$ cat src/rtl/dsp_div_iterative.sv
// -----------------------------------------------------------------------------
// dsp_div_iterative
//
// Purpose:
//   Multi-cycle radix-2 restoring divider for the RV32M DIV/DIVU/REM/REMU
//   instructions. It sits beside the ALU in EX and handles one operation at a
//   time. The pipeline stalls while busy is high. Operand sign handling and
//   the RISC-V divide-by-zero and signed-overflow results are produced here,
//   so the pipeline never has to special-case them.
//
// Ports:
//   clk       in   1     single clock, all state updates on the rising edge
//   reset     in   1     synchronous, active-high; aborts any running op
//   start     in   1     request, sampled only while idle (busy==0)
//   op        in   2     00 DIV, 01 DIVU, 10 REM, 11 REMU
//   dividend  in   XLEN  rs1 operand, sampled together with start
//   divisor   in   XLEN  rs2 operand, sampled together with start
//   busy      out  1     high from the cycle after accept through the done cycle
//   done      out  1     single-cycle pulse; result is valid from this cycle on
//   result    out  XLEN  quotient (op[1]=0) or remainder (op[1]=1)
//
// Timing:
//   Normal ops: accept in cycle 0, XLEN RUN cycles, done in cycle XLEN+1.
//   Divide-by-zero and signed overflow skip RUN: done in cycle 1.
//   A start in the cycle right after done is accepted, which gives a
//   back-to-back throughput of one op per XLEN+2 cycles.
// -----------------------------------------------------------------------------
module dsp_div_iterative #(
  parameter int XLEN = 32
) (
  input  logic            clk,
  input  logic            reset,
  input  logic            start,
  input  logic [1:0]      op,
  input  logic [XLEN-1:0] dividend,
  input  logic [XLEN-1:0] divisor,
  output logic            busy,
  output logic            done,
  output logic [XLEN-1:0] result
);

  localparam int CW = $clog2(XLEN);
  localparam logic [XLEN-1:0] MIN_NEG = {1'b1, {(XLEN-1){1'b0}}};

  typedef enum logic [1:0] {
    IDLE = 2'd0,
    RUN  = 2'd1,
    FIN  = 2'd2
  } state_t;

  state_t          state_q,  state_d;
  logic [CW-1:0]   count_q,  count_d;
  logic [XLEN-1:0] quo_q,    quo_d;
  logic [XLEN-1:0] rem_q,    rem_d;
  logic [XLEN-1:0] dvs_q,    dvs_d;
  logic [XLEN-1:0] result_q, result_d;
  logic            negQuo_q, negQuo_d;
  logic            negRem_q, negRem_d;
  logic            remSel_q, remSel_d;

  // ---------------------------------------------------------------------------
  // Accept-time operand conditioning. Only ops with op[0]==0 are signed; for
  // those a set MSB means a negative operand whose magnitude is its 2's
  // complement. The most negative value maps to 2^(XLEN-1), which still fits
  // as an unsigned XLEN-bit magnitude.
  // ---------------------------------------------------------------------------
  logic            isSigned;
  logic            dividendNeg;
  logic            divisorNeg;
  logic [XLEN-1:0] dividendMag;
  logic [XLEN-1:0] divisorMag;
  logic            divByZero;
  logic            signedOverflow;

  assign isSigned       = ~op[0];
  assign dividendNeg    = isSigned & dividend[XLEN-1];
  assign divisorNeg     = isSigned & divisor[XLEN-1];
  assign dividendMag    = dividendNeg ? -dividend : dividend;
  assign divisorMag     = divisorNeg  ? -divisor  : divisor;
  assign divByZero      = (divisor == '0);
  assign signedOverflow = isSigned & (dividend == MIN_NEG) & (divisor == '1);

  // ---------------------------------------------------------------------------
  // One restoring step. The partial remainder shifts in the next dividend bit
  // from the top of the quotient register while the quotient register shifts
  // left and collects result bits at the bottom. Before the shift the partial
  // remainder is made only of already-consumed dividend bits (fewer than
  // XLEN), so the shifted value always fits in XLEN bits; only the trial
  // subtraction needs the extra bit to expose its borrow.
  // ---------------------------------------------------------------------------
  logic [XLEN-1:0] remShift;
  logic [XLEN:0]   trial;
  logic            trialNeg;
  logic [XLEN-1:0] stepRem;
  logic [XLEN-1:0] stepQuo;

  assign remShift = {rem_q[XLEN-2:0], quo_q[XLEN-1]};
  assign trial    = {1'b0, remShift} - {1'b0, dvs_q};
  assign trialNeg = trial[XLEN];
  assign stepRem  = trialNeg ? remShift : trial[XLEN-1:0];
  assign stepQuo  = {quo_q[XLEN-2:0], ~trialNeg};

  // ---------------------------------------------------------------------------
  // Sign fix-up of the final step's outputs. The result register is loaded on
  // the edge that enters FIN, so the signed result is already visible in the
  // FIN cycle together with done.
  // ---------------------------------------------------------------------------
  logic [XLEN-1:0] quoSigned;
  logic [XLEN-1:0] remSigned;
  logic [XLEN-1:0] finalResult;

  assign quoSigned   = negQuo_q ? -stepQuo : stepQuo;
  assign remSigned   = negRem_q ? -stepRem : stepRem;
  assign finalResult = remSel_q ? remSigned : quoSigned;

  // ---------------------------------------------------------------------------
  // Next-state and output logic. Every register holds by default. In IDLE a
  // start latches the conditioned operands; divide-by-zero and signed overflow
  // produce their architectural results at once and jump straight to FIN. RUN
  // counts XLEN-1 down to 0 and loads the result on the last step.
  // ---------------------------------------------------------------------------
  always_comb begin
    state_d  = state_q;
    count_d  = count_q;
    quo_d    = quo_q;
    rem_d    = rem_q;
    dvs_d    = dvs_q;
    result_d = result_q;
    negQuo_d = negQuo_q;
    negRem_d = negRem_q;
    remSel_d = remSel_q;
    busy     = 1'b0;
    done     = 1'b0;

    case (state_q)
      IDLE: begin
        if (start) begin
          remSel_d = op[1];
          negQuo_d = dividendNeg ^ divisorNeg;
          negRem_d = dividendNeg;
          dvs_d    = divisorMag;
          quo_d    = dividendMag;
          rem_d    = '0;
          count_d  = CW'(XLEN - 1);
          if (divByZero) begin
            // Quotient is all ones, remainder is the untouched dividend.
            result_d = op[1] ? dividend : '1;
            state_d  = FIN;
          end else if (signedOverflow) begin
            // -2^(XLEN-1) / -1: quotient wraps to the dividend, remainder 0.
            result_d = op[1] ? '0 : dividend;
            state_d  = FIN;
          end else begin
            state_d  = RUN;
          end
        end
      end

      RUN: begin
        busy  = 1'b1;
        quo_d = stepQuo;
        rem_d = stepRem;
        if (count_q == '0) begin
          result_d = finalResult;
          state_d  = FIN;
        end else begin
          count_d  = count_q - CW'(1);
        end
      end

      FIN: begin
        busy    = 1'b1;
        done    = 1'b1;
        state_d = IDLE;
      end

      default: begin
        state_d = IDLE;
      end
    endcase
  end

  // ---------------------------------------------------------------------------
  // State registers. Reset takes priority over everything, including a start
  // in the same cycle, and clears the visible result.
  // ---------------------------------------------------------------------------
  always_ff @(posedge clk) begin
    if (reset) begin
      state_q  <= IDLE;
      count_q  <= '0;
      quo_q    <= '0;
      rem_q    <= '0;
      dvs_q    <= '0;
      result_q <= '0;
      negQuo_q <= 1'b0;
      negRem_q <= 1'b0;
      remSel_q <= 1'b0;
    end else begin
      state_q  <= state_d;
      count_q  <= count_d;
      quo_q    <= quo_d;
      rem_q    <= rem_d;
      dvs_q    <= dvs_d;
      result_q <= result_d;
      negQuo_q <= negQuo_d;
      negRem_q <= negRem_d;
      remSel_q <= remSel_d;
    end
  end

  assign result = result_q;

endmodule
$ cat config.mk
export PLATFORM = sky130hd
export DESIGN_NAME = dsp_div_iterative
export DESIGN_NICKNAME = d
export VERILOG_FILES = /design/src/rtl/dsp_div_iterative.sv
export SDC_FILE = /design/constraint.sdc
export NUM_CORES = 1
export LEC_CHECK = 0
export BUFFER_PORTS_ARGS = -buffer_cell sky130_fd_sc_hd__buf_2
export CAP_MARGIN = 20
export CORE_MARGIN = 4
export CORE_UTILIZATION = 63
export CTS_BUF_LIST = sky130_fd_sc_hd__clkbuf_4 sky130_fd_sc_hd__clkbuf_8
export DETAILED_ROUTE_END_ITERATION = 7
export PLACE_DENSITY_LB_ADDON = 0.05
export SETUP_SLACK_MARGIN = 0.4
export SYNTH_ARGS = -nofsm -noshare
export SYNTH_HDL_FRONTEND = slang
export SYNTH_SLANG_ARGS = --single-unit
export TNS_END_PERCENT = 5
$ cat constraint.sdc
create_clock -name clk -period 13.8 [get_ports clk]
set_input_delay 2.76 -clock clk [delete_from_list [all_inputs] [get_ports clk]]
set_output_delay 2.76 -clock clk [all_outputs]
set_load 0.01 [all_outputs]
==> impl_metrics.env, run 1 <==
export IMPL_run_status="complete, no violations"
export IMPL_cts_made_buffers=17
export IMPL_netlist_instances=1655
export IMPL_die_height_um=144.9
export IMPL_power_density_nw_per_um2=108.4
export IMPL_worst_path_stages=13
export IMPL_buffer_ports_inserted=102
export IMPL_critical_path_peak_fanout=34
export IMPL_timing_critical_path_arrival_ns=6.56
export IMPL_timing_max_cap_violations=0
export IMPL_criticalPathCategory="in2reg"
export IMPL_first_pass_grt_wire_length_mm=58.37
export IMPL_ir_worst_vdd_mv=0.1023
export IMPL_hold_ws_ns=0.4754
export IMPL_synth_avg_cell_area_um2=7.132
export IMPL_rows=49
export IMPL_tightestPinTransition_ns=1.085
export IMPL_cp_required_ns=14.22
export IMPL_async_reset_ff_share_pct=0
export IMPL_tritoncts="built"
export IMPL_synthToLayoutAreaGrowth_pct=7.569
export IMPL_first_global_vias=11140
export IMPL_clk_path_buf_depth=2
export IMPL_endpoint="result[25]"
export IMPL_detail_route_antenna_nets=0
export IMPL_drt_total_wl_mm=37.40
export IMPL_maximum_number_of_pins_on_one_net_before_global_route_repair=99
export IMPL_critical_path_endpoint_type="flip-flop"
export IMPL_synth_area_leaders="dfxtp_1, nand2_1, a21oi_1"
export IMPL_floorplan_io_pins=103
export IMPL_dieArea_um2=20990
export IMPL_fmaxAchievable_mhz=162.9
export IMPL_worst_path_max_delay_cell="a211o_1"
export IMPL_drt_wirelength_per_cell_um=19.44
export IMPL_critPathBufInv=2
export IMPL_relSlewSlack_pct=27.65
export IMPL_cp_startpoint="divisor[11]"
export IMPL_crit_reg2reg_launch="quo_q[31]"
export IMPL_ctsHtreeMaxLevel=4
export IMPL_yosysMostFrequentCell="nand2_1"
export IMPL_post_cts_resized=0
export IMPL_place_congestion=0.9401
export IMPL_seq_area_frac_synth_pct=23.24
export IMPL_worstRegToRegCells=22
export IMPL_n_antenna_cell=0
export IMPL_synth_fp_nets=1767
export IMPL_total_of_warnings_raised_by_yosys=0
export IMPL_tns_ns=0
export IMPL_portion_of_the_clock_cycle_consumed_by_the_worst_path_in_the_final_layout_pct=44.49
export IMPL_crit_start_category="input port"
export IMPL_effective_utilization_at_floorplan_pct=64.83
export IMPL_clock_latency_ns=0.48
export IMPL_antenna_found_initial=0
export IMPL_post_synth_top_area_cell="dfxtp_1"
export IMPL_drtPass1Iterations=6
export IMPL_timing_critical_path_slowest_cell_delay_ns=0.71
export IMPL_route_detailed_drc=0
export IMPL_worstPathCellList="buf_2 -> or4_1 -> nor3_1 -> and4_1 -> buf_4 -> o21bai_1 -> nand2_1 -> a211o_1 -> nor3_1 -> o21ai_0 -> nor2_1 -> mux2i_1 -> nand2_1"
export IMPL_hp_class="reg2reg"
export IMPL_final_layout_size_suffix_gt1_share_pct=11.33
export IMPL_vias_per_cell=6.530
export IMPL_hold_violations=0
export IMPL_globalRouteTotalUtil_pct=34.71
export IMPL_place_worst_setup_slack_ns=7.238
export IMPL_dr_total_vias=12560
export IMPL_finalWorstSetupSlack_ns=7.660
export IMPL_design_final_nets=1794
export IMPL_yosys_most_used_dff="dfxtp_1"
export IMPL_static_leakage_power_nw=4.815
export IMPL_netlist_top_cells_count="nand2_1, nor2_1, a21oi_1"
export IMPL_hold_start="quo_q[28]"
export IMPL_clk_pin_slew_ns=0.09
export IMPL_total_standard_cell_area_after_synthesis_um2=11800
export IMPL_numClockSinks=137
export IMPL_rsz0062_at_grt="no"
export IMPL_synth_lib_cells_used_distinct=87
export IMPL_synth_top_area_share_pct=23.24
export IMPL_critical_path_top_delay_family="simple AND/OR/NAND/NOR gates"
export IMPL_post_cts_setup_buffers=0
export IMPL_finClkSkew_ns=0.01889
export IMPL_power_mw=1.377
export IMPL_finalSetupViolations=0
export IMPL_post_dp_hpwl_mm=27.22
export IMPL_synth_seq_cells=137
export IMPL_slew_violations=0
export IMPL_synth_edf_count=0
export IMPL_cts_hold_buf=0
export IMPL_design_core_area_um2=18210
export IMPL_layout_min_cycle_time_ns=6.140
export IMPL_timing_rr_end="result[28]"
export IMPL_die_width_um=144.9
export IMPL_setup_reg_to_reg_worst_slack_ns=8.51
export IMPL_clk_root_buffer_cell="clkbuf_8"
export IMPL_grt_ovfl_total=0
export IMPL_initialDrtViolationCount=1645
## cell type report
type	count	area, µm²
clock buffers	18	247.7
clock inverters	14	136.4
fillers	1628	5512
inverters	61	229.0
multi-input cells	1347	8389
flip-flops and latches	137	2743
well taps	229	286.5
repair buffers	118	665.6
## where the power goes
group | internal, mW | leakage (nW) | total [mW] | switching [mW]
clock | 0.152 | 0.193 | 0.339 | 0.188
sequential | 0.442 | 1.12 | 0.490 | 0.0484
combinational | 0.191 | 3.50 | 0.547 | 0.356
total | 0.784 | 4.82 | 1.38 | 0.593
## worst min-delay path by stage
stage	slack, ns	endpoint	depth (start not counted)
2_1_floorplan	0.43	dvs_q[31]	2
6_report	0.48	quo_q[28]	2
5_1_grt	0.50	result[14]	2
4_1_cts	0.47	quo_q[28]	2
3_5_place_dp	0.46	result[3]	2
3_3_place_gp	0.46	result[0]	2
## stage by stage
stage / area, µm² / instances / util (%)
after floorplan: 11800 / 1655 / -
after global placement: 12270 / 1890 / 67.36
after detailed placement: 12270 / 1890 / 67.36
after CTS: 12650 / 1922 / 69.47
after global routing: 12700 / 1924 / 69.73
final: 12700 / 1924 / 69.73
## placed cells by master, fill, tap and decap left out, types with 5 or more instances in the layout
master,Yosys,final
a211o_1,6,6
a211oi_1,48,48
a21o_1,7,7
a21oi_1,155,154
a21oi_2,4,5
a22oi_1,18,18
a311oi_1,13,13
a31oi_1,15,15
and2_1,6,5
and3_1,8,8
and4_1,8,8
buf_2,18,101
buf_4,3,15
clkbuf_8,0,18
dfxtp_1,137,137
ha_1,42,41
inv_1,60,60
inv_6,0,6
maj3_1,19,19
mux2i_1,20,20
nand2_1,217,217
nand2b_1,17,17
nand3_1,30,30
nand4_1,16,16
nor2_1,188,187
nor2b_1,8,7
nor3_1,45,45
nor3b_1,6,6
nor4_1,17,16
o211ai_1,16,16
o21a_1,9,9
o21ai_0,103,102
o21ai_1,13,12
o21bai_1,5,5
o31ai_1,27,27
o41ai_1,16,16
or3_1,18,18
or4_1,16,16
xnor2_1,60,60
xor2_1,66,66
## per-layer routing
metal  global-route usage, %  vias to the layer above  wire length, µm
met4                   11.68                        0             1071
met1                   49.10                     5759            16210
li1                        -                     6037                -
met5                       0                        -                0
met3                   7.525                      104             3810
met2                   52.45                      664            16320
## logic make-up after synthesis
family                     after synthesis  share of synthesized area [%]
and+or+nand+nor                        631                          25.36
AOI/OAI and AO/OA                      506                          27.96
muxes                                   22                          1.887
DFF                                    137                          23.24
adders and majority gates               62                          6.233
buffers and inverters                  171                          5.978
xor gates and xnor gates               126                          9.349
## state kept, by name (all words and copies together), names as in the netlist
signal / flops
count_q: 5
state_q: 2
result: 32
rem_q: 31
negRem_q: 1
remSel_q: 1
quo_q: 32
dvs_q: 32
negQuo_q: 1
## worst register-to-register path, stage by stage (launching register included)
cell and delay, ns:
dfxtp_1 0.45, inv_1 0.07, ha_1 0.23, fa_1 0.42
nand2b_1 0.21, a21oi_2 0.29, o21a_1 0.30, o211ai_2 0.11
buf_4 0.22, nand2_2 0.17, buf_4 0.46, nand2_1 0.11
o21ai_0 0.17, ha_1 0.37, nand3_1 0.11, nor2_1 0.17
nand3_1 0.15, o41ai_4 0.09, nand2_1 0.12, o41a_1 0.44
o21bai_1 0.22, xnor2_1 0.22, o21ai_1 0.09
Note: power is estimated with default switching activity, not from simulation.
==> inputs of run 2 (changes only) <==
Settings changed: ABC_AREA set to 1.
Clock period 13.8 ns to 6.4 ns, I/O delays scaled along.
==> impl_metrics.env, run 2 <==
export IMPL_seq_area_frac_synth_pct=21.91
export IMPL_netlist_top_cells_count="nand2_1, inv_1, a21oi_1"
export IMPL_criticalPathCategory="reg2reg"
export IMPL_place_worst_setup_slack_ns=1.457
export IMPL_die_width_um=149.0
export IMPL_ctsHtreeMaxLevel=4
export IMPL_vias_per_cell=5.878
export IMPL_buffer_ports_inserted=102
export IMPL_maximum_number_of_pins_on_one_net_before_global_route_repair=83
export IMPL_initialDrtViolationCount=1909
export IMPL_fmaxAchievable_mhz=195.3
export IMPL_grt_ovfl_total=0
export IMPL_postLayoutCoreUtil_pct=69.09
export IMPL_violations="design-rule violations"
export IMPL_rows=51
export IMPL_synth_seq_cells=137
export IMPL_route_detailed_drc=2
export IMPL_synth_fp_nets=2308
export IMPL_critical_path_peak_fanout=42
export IMPL_drt_wirelength_per_cell_um=16.57
export IMPL_first_global_vias=13230
export IMPL_power_density_nw_per_um2=366.2
export IMPL_layout_min_cycle_time_ns=5.120
export IMPL_synth_avg_cell_area_um2=5.701
export IMPL_tritoncts="built"
export IMPL_hold_ws_ns=0.4658
export IMPL_post_synth_top_area_cell="dfxtp_1"
export IMPL_clock_latency_ns=0.46
export IMPL_timing_max_cap_violations=0
export IMPL_slew_violations=0
export IMPL_critical_path_endpoint_type="flip-flop"
export IMPL_finClkSkew_ns=0.01850
export IMPL_crit_start_category="flip-flop"
export IMPL_total_standard_cell_area_after_synthesis_um2=12520
export IMPL_timing_critical_path_arrival_ns=5.44
export IMPL_async_reset_ff_share_pct=0
export IMPL_clk_root_buffer_cell="clkbuf_8"
export IMPL_post_cts_setup_buffers=0
export IMPL_portion_of_the_clock_cycle_consumed_by_the_worst_path_in_the_final_layout_pct=80.00
export IMPL_first_pass_grt_wire_length_mm=66.57
export IMPL_synthToLayoutAreaGrowth_pct=7.755
export IMPL_n_antenna_cell=0
export IMPL_effective_utilization_at_floorplan_pct=64.12
export IMPL_drt_total_wl_mm=41.70
export IMPL_numClockSinks=137
export IMPL_layout_cells_most_common="nand2_1"
export IMPL_hp_class="reg2reg"
export IMPL_yosys_most_used_dff="dfxtp_1"
export IMPL_run_status="finished, violations left"
export IMPL_tns_ns=0
export IMPL_synth_lib_cells_used_distinct=51
export IMPL_static_leakage_power_nw=6.663
export IMPL_cts_hold_buf=0
export IMPL_design_final_nets=2350
export IMPL_die_height_um=149.0
export IMPL_finalWorstSetupSlack_ns=1.280
export IMPL_netlist_instances=2196
export IMPL_design_core_area_um2=19530
export IMPL_final_layout_size_suffix_gt1_share_pct=9.640
export IMPL_floorplan_io_pins=103
export IMPL_clk_pin_slew_ns=0.09
export IMPL_clk_path_buf_depth=2
export IMPL_ir_worst_vdd_mv=0.4478
export IMPL_tightestPinTransition_ns=1.114
export IMPL_dieArea_um2=22190
export IMPL_synth_edf_count=0
export IMPL_relSlewSlack_pct=25.74
export IMPL_yosysMostFrequentCell="nand2_1"
export IMPL_hold_violations=0
export IMPL_post_cts_resized=0
export IMPL_synth_area_leaders="dfxtp_1, nand2_1, a21oi_1"
export IMPL_layout_cells_most_common_list="nand2_1, inv_1, a21oi_1"
export IMPL_cts_made_buffers=17
export IMPL_power_mw=4.940
export IMPL_finalSetupViolations=0
export IMPL_place_congestion=1.010
export IMPL_synth_top_area_share_pct=21.91
export IMPL_detail_route_antenna_nets=0
export IMPL_dr_total_vias=14790
export IMPL_cp_required_ns=6.72
export IMPL_drtPass1Iterations=8
export IMPL_post_dp_hpwl_mm=31.25
export IMPL_rsz0062_at_grt="no"
export IMPL_antenna_found_initial=2
export IMPL_total_of_warnings_raised_by_yosys=0
export IMPL_globalRouteTotalUtil_pct=37.05
[run 2: cell types whose count changed after synthesis, moves of 19 or more]
cell,change
o21ai_0,+61
a211oi_1,-48
mux2i_1,-20
maj3_1,-19
inv_1,+245
o31ai_1,-22
nand2_1,+396
a21oi_1,+84
xnor2_1,-51
nand3_1,+107
xor2_1,-20
[run 2: area by class of cell]
cell class                      instances  area, µm²
Clock inverter                         14      160.2
Sequential cell                       137       2743
Fill cell                            1845       6036
Clock buffer                           18      247.7
Timing Repair Buffer                  113      615.6
Tap cell                              265      331.6
Inverter                              317       1190
Multi-Input combinational cell       1652       8203
[run 2: report_power, final]
group	switching [mW]	internal, mW	leakage [nW]
Combinational	1.97	0.867	5.34
Sequential	0.238	1.10	1.12
Clock	0.398	0.366	0.205
[run 2: layer usage]
layer  track usage (%)  vias to the layer above  share of wire [%]
met5                 0                        -              0.062
met4             13.00                        4                3.5
met3             7.596                      148                 11
met2             57.39                      818                 44
met1             51.40                     6617                 42
li1                  -                     7201                  -
[run 2: through the flow]
step	instance area, µm²	cells
floorplan	12520	2196
global placement	13060	2483
detailed placement	13060	2483
CTS	13460	2515
global route	13490	2516
finish	13490	2516
[run 2: critical path, cell delays in order, from the launching register on]
cell     delay [ns]
dfxtp_1        0.33
inv_1          0.04
ha_1           0.33
nand2_1        0.10
nand2_1        0.08
nand2_1        0.07
nand2_1        0.06
nand2_1        0.06
nand2_1        0.10
a21oi_4        0.46
nand2_4        0.41
inv_2          0.51
ha_1           0.28
nand3_1        0.13
nor3_1         0.27
nand3_1        0.14
nor3_1         0.28
nand2_1        0.15
nand2_1        0.14
nand2_1        0.10
nor2_1         0.22
o21ai_0        0.15
o21ai_0        0.19
a21oi_1        0.06
nor2_1         0.10
nand2_1        0.07
nand2_1        0.06
a21oi_1        0.06
[run 2: worst paths after layout]
check	from	end	slack (ns)	cells after the start
setup / recovery	dvs_q[17]	result[26]	1.28	27
hold / removal	result[15]	result[15]	0.47	2
setup reg to reg	dvs_q[17]	result[26]	1.28	27
hold reg to reg	result[15]	result[15]	0.47	2
[run 2: cell families after synthesis]
kind of cell / after synthesis / share of synthesized area [%]
AOI/OAI and AO/OA: 486 / 21.09
adders and majority gates: 43 / 4.357
and+or+nand+nor: 1068 / 36.17
DFF: 137 / 21.91
buffers and inverters: 407 / 12.63
xor gates and xnor gates: 55 / 3.848
